[src/rtl/mips_fetch_queue_if.sv]
// Fetch-queue bus: imem request/response, redirect/stop control and the IF/ID head port.
interface mips_fetch_queue_if #(
   parameter int XLEN  = 32,
   parameter int DEPTH = 4
);
   localparam int CW = $clog2(DEPTH) + 1;

   logic            inst_req;
   logic [XLEN-1:0] inst_addr;
   logic            inst_valid;
   logic [XLEN-1:0] inst;
   logic            redirect;
   logic [XLEN-1:0] redirect_pc;
   logic            stop;
   logic            deq_ready;
   logic            out_valid;
   logic [XLEN-1:0] out_inst;
   logic [XLEN-1:0] out_pcp4;
   logic [CW-1:0]   count;

   modport master (
      output inst_req, inst_addr, out_valid, out_inst, out_pcp4, count,
      input  inst_valid, inst, redirect, redirect_pc, stop, deq_ready
   );

   modport slave (
      input  inst_req, inst_addr, out_valid, out_inst, out_pcp4, count,
      output inst_valid, inst, redirect, redirect_pc, stop, deq_ready
   );
endinterface

[src/rtl/mips_fetch_queue.sv]
// MIPS instruction-fetch front end: PC owner, single-outstanding imem requester, DEPTH-entry queue.
// Optional FETCHQ_BYPASS_EN forwards a response straight to the head port when the queue is empty.
module mips_fetch_queue #(
   parameter int              XLEN     = 32,
   parameter int              DEPTH    = 4,
   parameter logic [XLEN-1:0] RESET_PC = '0
) (
   input logic                clk,
   input logic                rst_b,
   mips_fetch_queue_if.master bus
);
   localparam int              PW      = $clog2(DEPTH);
   localparam int              CW      = PW + 1;
   localparam logic [CW:0]     DEPTH_X = (CW+1)'(DEPTH);

   typedef enum logic [1:0] {IDLE, WAIT, DROP} state_e;

   state_e          state_q, state_d;
   logic [XLEN-1:0] pc_q, pc_d;
   logic [PW-1:0]   head_q, head_d;
   logic [PW-1:0]   tail_q, tail_d;
   logic [CW-1:0]   count_q, count_d;
   logic            run_q, run_d;
   logic [XLEN-1:0] hold_inst_q, hold_inst_d;
   logic [XLEN-1:0] hold_pcp4_q, hold_pcp4_d;
   logic [XLEN-1:0] mem_inst_q [DEPTH];
   logic [XLEN-1:0] mem_pcp4_q [DEPTH];

   logic [XLEN-1:0] pc_plus4;
   logic            fifo_nempty;
   logic            resp_ok;
   logic            push;
   logic            pop;
   logic            fifo_pop;
   logic [CW:0]     occ_next;
   logic            free_slot;
   logic            out_valid;
   logic [XLEN-1:0] out_inst;
   logic [XLEN-1:0] out_pcp4;
   logic            inst_req;
   logic [XLEN-1:0] inst_addr;

   assign pc_plus4    = pc_q + XLEN'(4);
   assign fifo_nempty = (count_q != '0);
   assign resp_ok     = (state_q == WAIT) && bus.inst_valid && !bus.redirect;

`ifdef FETCHQ_BYPASS_EN
   logic byp;
   assign byp  = resp_ok && !fifo_nempty;
   // A bypassed word that IF/ID takes right away never occupies a slot.
   assign push = resp_ok && !(byp && bus.deq_ready);
`else
   assign push = resp_ok;
`endif

   always_comb begin
      out_valid = fifo_nempty;
      out_inst  = hold_inst_q;
      out_pcp4  = hold_pcp4_q;
      if (fifo_nempty) begin
         out_inst = mem_inst_q[head_q];
         out_pcp4 = mem_pcp4_q[head_q];
      end
`ifdef FETCHQ_BYPASS_EN
      else if (byp) begin
         out_valid = 1'b1;
         out_inst  = bus.inst;
         out_pcp4  = pc_plus4;
      end
`endif
   end

   assign pop      = out_valid && bus.deq_ready;
   assign fifo_pop = pop && fifo_nempty;
   assign occ_next = {1'b0, count_q} + (CW+1)'(push) - (CW+1)'(fifo_pop);
   assign free_slot = (occ_next < DEPTH_X);

   // run_q keeps the first cycle after reset quiet so a stale response cannot race a new request.
   always_comb begin
      state_d   = state_q;
      pc_d      = pc_q;
      inst_req  = 1'b0;
      inst_addr = pc_q;
      run_d     = 1'b1;
      case (state_q)
         IDLE: begin
            if (bus.redirect) begin
               pc_d = bus.redirect_pc;
            end else if (run_q && !bus.stop && free_slot) begin
               inst_req = 1'b1;
               state_d  = WAIT;
            end
         end
         WAIT: begin
            if (bus.redirect) begin
               pc_d    = bus.redirect_pc;
               state_d = bus.inst_valid ? IDLE : DROP;
            end else if (bus.inst_valid) begin
               pc_d      = pc_plus4;
               inst_addr = pc_plus4;
               if (!bus.stop && free_slot) begin
                  inst_req = 1'b1;
               end else begin
                  state_d = IDLE;
               end
            end
         end
         DROP: begin
            if (bus.redirect) begin
               pc_d = bus.redirect_pc;
            end
            if (bus.inst_valid) begin
               state_d = IDLE;
            end
         end
         default: state_d = IDLE;
      endcase
   end

   always_comb begin
      head_d      = head_q;
      tail_d      = tail_q;
      count_d     = count_q;
      hold_inst_d = out_valid ? out_inst : hold_inst_q;
      hold_pcp4_d = out_valid ? out_pcp4 : hold_pcp4_q;
      if (bus.redirect) begin
         head_d  = '0;
         tail_d  = '0;
         count_d = '0;
      end else begin
         if (push) begin
            tail_d = tail_q + PW'(1);
         end
         if (fifo_pop) begin
            head_d = head_q + PW'(1);
         end
         count_d = count_q + CW'(push) - CW'(fifo_pop);
      end
   end

   always_ff @(posedge clk or negedge rst_b) begin
      if (!rst_b) begin
         state_q     <= IDLE;
         pc_q        <= RESET_PC;
         head_q      <= '0;
         tail_q      <= '0;
         count_q     <= '0;
         run_q       <= 1'b0;
         hold_inst_q <= '0;
         hold_pcp4_q <= '0;
      end else begin
         state_q     <= state_d;
         pc_q        <= pc_d;
         head_q      <= head_d;
         tail_q      <= tail_d;
         count_q     <= count_d;
         run_q       <= run_d;
         hold_inst_q <= hold_inst_d;
         hold_pcp4_q <= hold_pcp4_d;
      end
   end

   // Queue storage is pure data; validity is carried by count/head/tail.
   always_ff @(posedge clk) begin
      if (push) begin
         mem_inst_q[tail_q] <= bus.inst;
         mem_pcp4_q[tail_q] <= pc_plus4;
      end
   end

   assign bus.inst_req  = inst_req;
   assign bus.inst_addr = inst_addr;
   assign bus.out_valid = out_valid;
   assign bus.out_inst  = out_inst;
   assign bus.out_pcp4  = out_pcp4;
   assign bus.count     = count_q;
endmodule

[src/flat_wrapper.sv]
// flat-port wrapper written by rule: the top's interface ports become plain ports
module mips_fetch_queue_flat 
#(
   parameter int              XLEN     = 32,
   parameter int              DEPTH    = 4,
   parameter logic [XLEN-1:0] RESET_PC = '0
)
  (clk, rst_b, bus_inst_req, bus_inst_addr, bus_out_valid, bus_out_inst, bus_out_pcp4, bus_count, bus_inst_valid, bus_inst, bus_redirect, bus_redirect_pc, bus_stop, bus_deq_ready);
  mips_fetch_queue_if #(.XLEN(XLEN), .DEPTH(DEPTH)) bus_i ();
  input logic clk;
  input logic rst_b;
  output wire logic [$bits(bus_i.inst_req)-1:0] bus_inst_req;
  output wire logic [$bits(bus_i.inst_addr)-1:0] bus_inst_addr;
  output wire logic [$bits(bus_i.out_valid)-1:0] bus_out_valid;
  output wire logic [$bits(bus_i.out_inst)-1:0] bus_out_inst;
  output wire logic [$bits(bus_i.out_pcp4)-1:0] bus_out_pcp4;
  output wire logic [$bits(bus_i.count)-1:0] bus_count;
  input wire logic [$bits(bus_i.inst_valid)-1:0] bus_inst_valid;
  input wire logic [$bits(bus_i.inst)-1:0] bus_inst;
  input wire logic [$bits(bus_i.redirect)-1:0] bus_redirect;
  input wire logic [$bits(bus_i.redirect_pc)-1:0] bus_redirect_pc;
  input wire logic [$bits(bus_i.stop)-1:0] bus_stop;
  input wire logic [$bits(bus_i.deq_ready)-1:0] bus_deq_ready;
  assign bus_inst_req = bus_i.inst_req;
  assign bus_inst_addr = bus_i.inst_addr;
  assign bus_out_valid = bus_i.out_valid;
  assign bus_out_inst = bus_i.out_inst;
  assign bus_out_pcp4 = bus_i.out_pcp4;
  assign bus_count = bus_i.count;
  assign bus_i.inst_valid = bus_inst_valid;
  assign bus_i.inst = bus_inst;
  assign bus_i.redirect = bus_redirect;
  assign bus_i.redirect_pc = bus_redirect_pc;
  assign bus_i.stop = bus_stop;
  assign bus_i.deq_ready = bus_deq_ready;
  mips_fetch_queue #(.XLEN(XLEN), .DEPTH(DEPTH), .RESET_PC(RESET_PC)) u_core (.clk(clk), .rst_b(rst_b), .bus(bus_i));
endmodule
[config.mk]
export PLATFORM = sky130hd
export DESIGN_NAME = mips_fetch_queue_flat
export DESIGN_NICKNAME = d
export VERILOG_FILES = /design/src/rtl/mips_fetch_queue_if.sv /design/src/rtl/mips_fetch_queue.sv /design/src/flat_wrapper.sv
export SDC_FILE = /design/constraint.sdc
export NUM_CORES = 1
export LEC_CHECK = 0
export BUFFER_PORTS_ARGS = -buffer_cell sky130_fd_sc_hd__buf_4
export CAP_MARGIN = 30
export CORE_AREA = 5 5 170 172
export DETAILED_ROUTE_END_ITERATION = 12
export DIE_AREA = 0 0 175 177
export HOLD_SLACK_MARGIN = 0.02
export PLACE_DENSITY = 0.84
export SKIP_CTS_REPAIR_TIMING = 1
export SLEW_MARGIN = 20
export SYNTH_ARGS = -nofsm -noshare
export SYNTH_HDL_FRONTEND = slang
export SYNTH_SLANG_ARGS = --single-unit
[constraint.sdc]
create_clock -name clk -period 4.6 [get_ports clk]
set_input_delay 0.46 -clock clk [delete_from_list [all_inputs] [get_ports clk]]
set_output_delay 0.46 -clock clk [all_outputs]
set_load 0.005 [all_outputs]
# Word level (Yosys, flattened, before mapping)
# Memories as Yosys holds them, arrays and structs flattened.
# Index checks and enable logic that the tools add are counted.
# totals
reg_bits,106
ram_bits,256
in_bits,70
out_inout_bits,101
elab_cells,72
mem_count,2
# op_classes
add_sub_neg,7
order_cmp,1
n_eq_ne,8
n_mux,29
n_reduce_logical,17
# mem_list
memory,depth,width,rd,rd_ports_with_merged_regs,wr,line_no,source
u_core.mem_inst_q,4,32,1,0,1,mips_fetch_queue.sv:26,logic [XLEN-1:0] mem_inst_q [DEPTH];
u_core.mem_pcp4_q,4,32,1,0,1,mips_fetch_queue.sv:27,logic [XLEN-1:0] mem_pcp4_q [DEPTH];
# ops
operator,n
32-bit two-way mux,7
32-bit one-hot mux with 2 select lines,1
"32-bit by 3-bit adder with 32-bit output, second input constant",1
2-bit two-way mux,11
1-bit logical AND,7
1-bit two-way mux,7
"3-bit != test, second input constant",2
2-bit one-hot mux with 3 select lines,1
2-bit nonzero test,3
5-bit AND reduction,1
"2-bit by 1-bit adder with 2-bit output, second input constant",2
3-bit by 1-bit adder with 4-bit output,1
"4-bit by 3-bit less-than comparator with 1-bit output, second input constant",1
"2-bit by 1-bit != test with 1-bit output, second input constant",2
"2-bit != test, second input constant",2
4-bit by 1-bit subtractor with 4-bit output,1
3-bit by 1-bit adder with 3-bit output,1
3-bit two-way mux,1
3-bit nonzero test,1
3-bit by 1-bit subtractor with 3-bit output,1
"2-bit by 1-bit equality test with 1-bit output, second input constant",1
"2-bit equality test, second input constant",1
1-bit zero test,2
2-bit zero test,1
3 further kinds,3

# Logic depth before layout (Yosys ltp)
# depth
word_depth,11
depth_mapped,13
ltp_nobuf,10

# Worst setup path after synthesis
# Ideal clock, no wire load.
# synth_timing
kind,input port to flip-flop
from,input bus_redirect
to,memory u_core.mem_inst_q[0][0] (enable)
setup_ns,0.429
t_arrival_ns,3.030
required_time_ns,4.171
setup_slack_ns,1.141
stages,8
path_buffers,3
cell_sequence,buf_2 -> nand2b_1 -> clkbuf_1 -> nor2_2 -> nand2_1 -> clkinv_1 -> buf_2 -> and2_1
# synth_via
elab_chain_cells,4
# synth_rtl
element,line_no,source
"start, declared",flat_wrapper.sv:20,input wire logic [$bits(bus_i.redirect)-1:0] bus_redirect;
1-bit zero test,mips_fetch_queue.sv:45,assign resp_ok = (state_q == WAIT) && bus.inst_valid && !bus.redirect;
1-bit logical AND,mips_fetch_queue.sv:45,
1-bit two-way mux,mips_fetch_queue.sv:165,if (push) begin
1-bit two-way mux (implied by the code),mips_fetch_queue.sv:166,mem_inst_q[tail_q] <= bus.inst;
"end, declared",mips_fetch_queue.sv:26,
# No other way between the ends.

# Worst setup path in the final report
# layout_timing
from,register u_core.count_q[2] (netlist: u_core.bus.count[2])
to,output bus_inst_req
# layout_via
elab_chain_cells,10
word_cells_on_any_way,14
cone_classes,2 x add/sub; 1 x order compare; 6 x mux; 5 x reduce/logical
# layout_rtl
element,line_no,source
"start, declared",mips_fetch_queue.sv:22,"logic [CW-1:0] count_q, count_d;"
"start signal, assigned",mips_fetch_queue.sv:156,count_q <= count_d;
branches (longest 3 deep; another with 3-bit by 1-bit adder with 4-bit output),--,
4-bit by 1-bit subtractor with 4-bit output (*),mips_fetch_queue.sv:75,"assign occ_next = {1'b0, count_q} + (CW+1)'(push) - (CW+1)'(fifo_pop);"
4-bit by 3-bit less-than comparator with 1-bit output (*),mips_fetch_queue.sv:76,assign free_slot = (occ_next < DEPTH_X);
1-bit logical AND,mips_fetch_queue.sv:101,if (!bus.stop && free_slot) begin
1-bit two-way mux,mips_fetch_queue.sv:101,
1-bit two-way mux,mips_fetch_queue.sv:98,end else if (bus.inst_valid) begin
1-bit two-way mux,mips_fetch_queue.sv:95,if (bus.redirect) begin
1-bit one-hot mux with 2 select lines (*),mips_fetch_queue.sv:85,case (state_q)
"end, declared",flat_wrapper.sv:12,output wire logic [$bits(bus_i.inst_req)-1:0] bus_inst_req;
# Every way passes the cells marked *.

==> out/metrics.yaml <==
core_mm2: 0.02732
io_buffers: 170
drt-pass1-iter-count: 5
async_flop_share_pct: 29.28
grt_pass1_wl_um: 53320
peakVddDrop_mv: 0.5554
cts_tree: "done"
p_sw_mw: 3.119
status: "completed"
vias: 9026
tns_ns: 0
worstPathRequired_ns: 4.14
yosysUniqueCellTypes: 57
end_kind: "output port"
placedCellCount: 1446
cts_root_buf: "clkbuf_16"
initial_core_util_pct: 57.98
p_int_mw: 7.974
layout_common_cells: "edfxtp_1, buf_4, mux2_2"
avgSynthCellArea_um2: 16.12
setup_slack_ns: 0.7748
dieArea_mm2: 0.03098
finalCriticalPeriod_ns: 3.825
dpl.hpwl_um: 21760
diodes: 0
drc: 0
area_growth_syn_to_layout_pct: 18.12
grt_max_degree: 88
grt_pass1_vias: 9307
synthesis.area_mm2: 0.01584
antenna_found_initial: 0
synth-seq-cells: 362
pwr-share-clk_pct: 27.3
max_clock_freq_mhz: 261.4
power_switching_share_pct: 28.12
path_clk_slew_ns: 0.06
cts_made_buffers: 39
worstSkewPairLatency_ns: 0.51
criticalPathCategory: "register to output port"
holdWs_ns: 0.1482
cp-start-kind: "register"
sequentialPowerShare_pct: 38.8
hp-class: "primary input to register"
routed_wl_um: 33790
die_y_um: 177
finalSetupViolCount: 0
die_w_um: 175
cts-htree-levels: 2
power.density_mw_per_mm2: 592.8
leakage_nw: 6.776
yosys_warnings: 0
fin_cells: 1519
drive_gt1_share_pct: 39.30
gp_congestion: 0.8925
final_common_cell: "edfxtp_1"
synth_nets: 1063
synthCells: 983
layout_worst_path_cycle_share_pct: 83.16
synth-seq-area-share_pct: 65.27
grt-ovfl-total: 0
final_nets: 1224
slew_violations: 0
rows: 61
routedWlPerCell_um: 22.25
clockBufferDepth: 3
track_usage_pct: 22.03
pre_cts_slack_ns: 1.253
timing_hold_violations_final: 0
arrival_ns: 3.37
ant_nets: 0
relSlewSlack_pct: 34.60
cts_sinks: 362
rsz0062_at_grt: "false"
first_iter_violations: 813
synth-edff-count: 256
viasPerCell: 5.942
crit_fanout: 5
placed_cell_area_mm2: 0.01741
fin_area_mm2: 0.01871
p_comb_share_pct: 33.9
synthFlopType: "edfxtp_1"
drv_cap: 0
finalClockSkew_ns: 0.01046
io_pins: 171
worst_pin_slew_ns: 0.9786
per-stage QoR:
step | power (mW) | util (%)
after floorplan | 6.687 | -
after global placement | 7.990 | 63.71
after detailed placement | 8.123 | 63.71
after CTS | 11.18 | 68.28
after global routing | 11.66 | 68.49
final | 11.09 | 68.49
cell families (layout without fill, tap and decap cells):
| logic type | after synthesis | count (layout) | share of synthesized area (%) |
|---|---|---|---|
| xor gates and xnor gates | 62 | 62 | 3.428 |
| adders and majority gates | 10 | 10 | 0.8372 |
| and+or+nand+nor | 183 | 183 | 6.152 |
| DFF | 362 | 362 | 65.27 |
| buffers and inverters | 83 | 273 | 2.330 |
| other | 1 | 1 | 0.02367 |
| AOI/OAI and AO/OA | 86 | 86 | 3.515 |
| muxes | 196 | 196 | 18.45 |
layer usage:
layer | vias up | part of all wire, % | global-route usage [%]
met5 | - | 0 | 0
met4 | 0 | 1.5 | 4.615
met3 | 51 | 6.8 | 4.614
met2 | 318 | 49 | 35.91
met1 | 4584 | 43 | 31.43
li1 | 4073 | - | -
registers in the layout, summed over array words and instances (netlist names):
register	count
u_core.run_q	1
u_core.pc_q	32
u_core.tail_q	2
u_core.hold_inst_q	32
u_core.mem_pcp4_q	128
u_core.hold_pcp4_q	32
u_core.state_q	2
u_core.bus.count	3
u_core.mem_inst_q	128
u_core.head_q	2
power groups by stage:
stage / clock, mW / sequential (mW) / combinational, mW
3_5_place_dp: 0 / 4.38 / 3.74
3_3_place_gp: 0 / 4.34 / 3.65
6_report: 3.03 / 4.30 / 3.76
2_1_floorplan: 0 / 4.17 / 2.51
4_1_cts: 3.09 / 4.32 / 3.77
5_1_grt: 3.23 / 4.36 / 4.06
critical path, stage by stage (launching register included):
cell and delay (ns):
dfrtp_1 0.44, or3_4 0.35, and2_1 0.20, ha_1 0.28
inv_1 0.04, ha_1 0.21, fa_1 0.42, nor3_1 0.20
a31oi_1 0.06, or4_1 0.43, nor2_1 0.12, buf_4 0.12
final timing paths:
check	start	end	slack (ns)	depth (start not counted)
worst max register to register	u_core.state_q[0]$_DFFE_PN0P_	u_core.mem_inst_q[2][3]$_DFFE_PP_	1.56	7
max in group asynchronous	rst_b	u_core.hold_pcp4_q[20]$_DFFE_PN0N_	3.10	3
worst min-delay path	bus_redirect_pc[1]	u_core.pc_q[1]$_DFFE_PN0P_	0.15	3
worst min register to register	u_core.hold_pcp4_q[8]$_DFFE_PN0N_	u_core.hold_pcp4_q[8]$_DFFE_PN0N_	0.50	1
min in group asynchronous	rst_b	u_core.hold_inst_q[16]$_DFFE_PN0N_	0.46	2
worst max-delay path	u_core.bus.count[2]$_DFF_PN0_	bus_inst_req	0.77	11
synth_stat cells, types with 3 or more instances:
master    number  area share [%]
or4_1          3            0.14
and2_1         8            0.32
o21ai_0       13            0.41
nand4_1        8            0.32
mux2_2       128             9.1
a21oi_1       25            0.79
a311oi_1       3            0.17
ha_1           9            0.71
and4_1         4            0.22
nor2_1        44             1.0
o211ai_1       3            0.14
nand3_1       20            0.63
nand2_1       47             1.1
nor2b_1        3            0.12
o22ai_1       10            0.39
or3_1          6            0.24
a31oi_1        4            0.16
mux4_2        64             9.1
buf_2         19            0.60
o21a_1         6            0.28
clkbuf_1      35            0.83
edfxtp_1     256              49
xor2_1        26             1.4
and3_1        12            0.47
o22a_1         3            0.17
dfrtp_1      106              17
buf_1          7            0.17
nor3_2         3            0.19
a211oi_1       5            0.24
buf_4          9            0.43
xnor2_1       36             2.0
mux2i_1        4            0.25
inv_1         12            0.28
nor3_1        10            0.32
cell type report:
| type | instances | area [um^2] |
|---|---|---|
| fill | 1829 | 8611 |
| timing repair buffer | 190 | 1486 |
| inverter | 13 | 48.80 |
| clock inverter | 15 | 132.6 |
| clock buffer | 55 | 1116 |
| multi-input combinational | 538 | 5149 |
| sequential | 362 | 10350 |
| tap | 346 | 432.9 |
(Power assumes the default switching activity.)
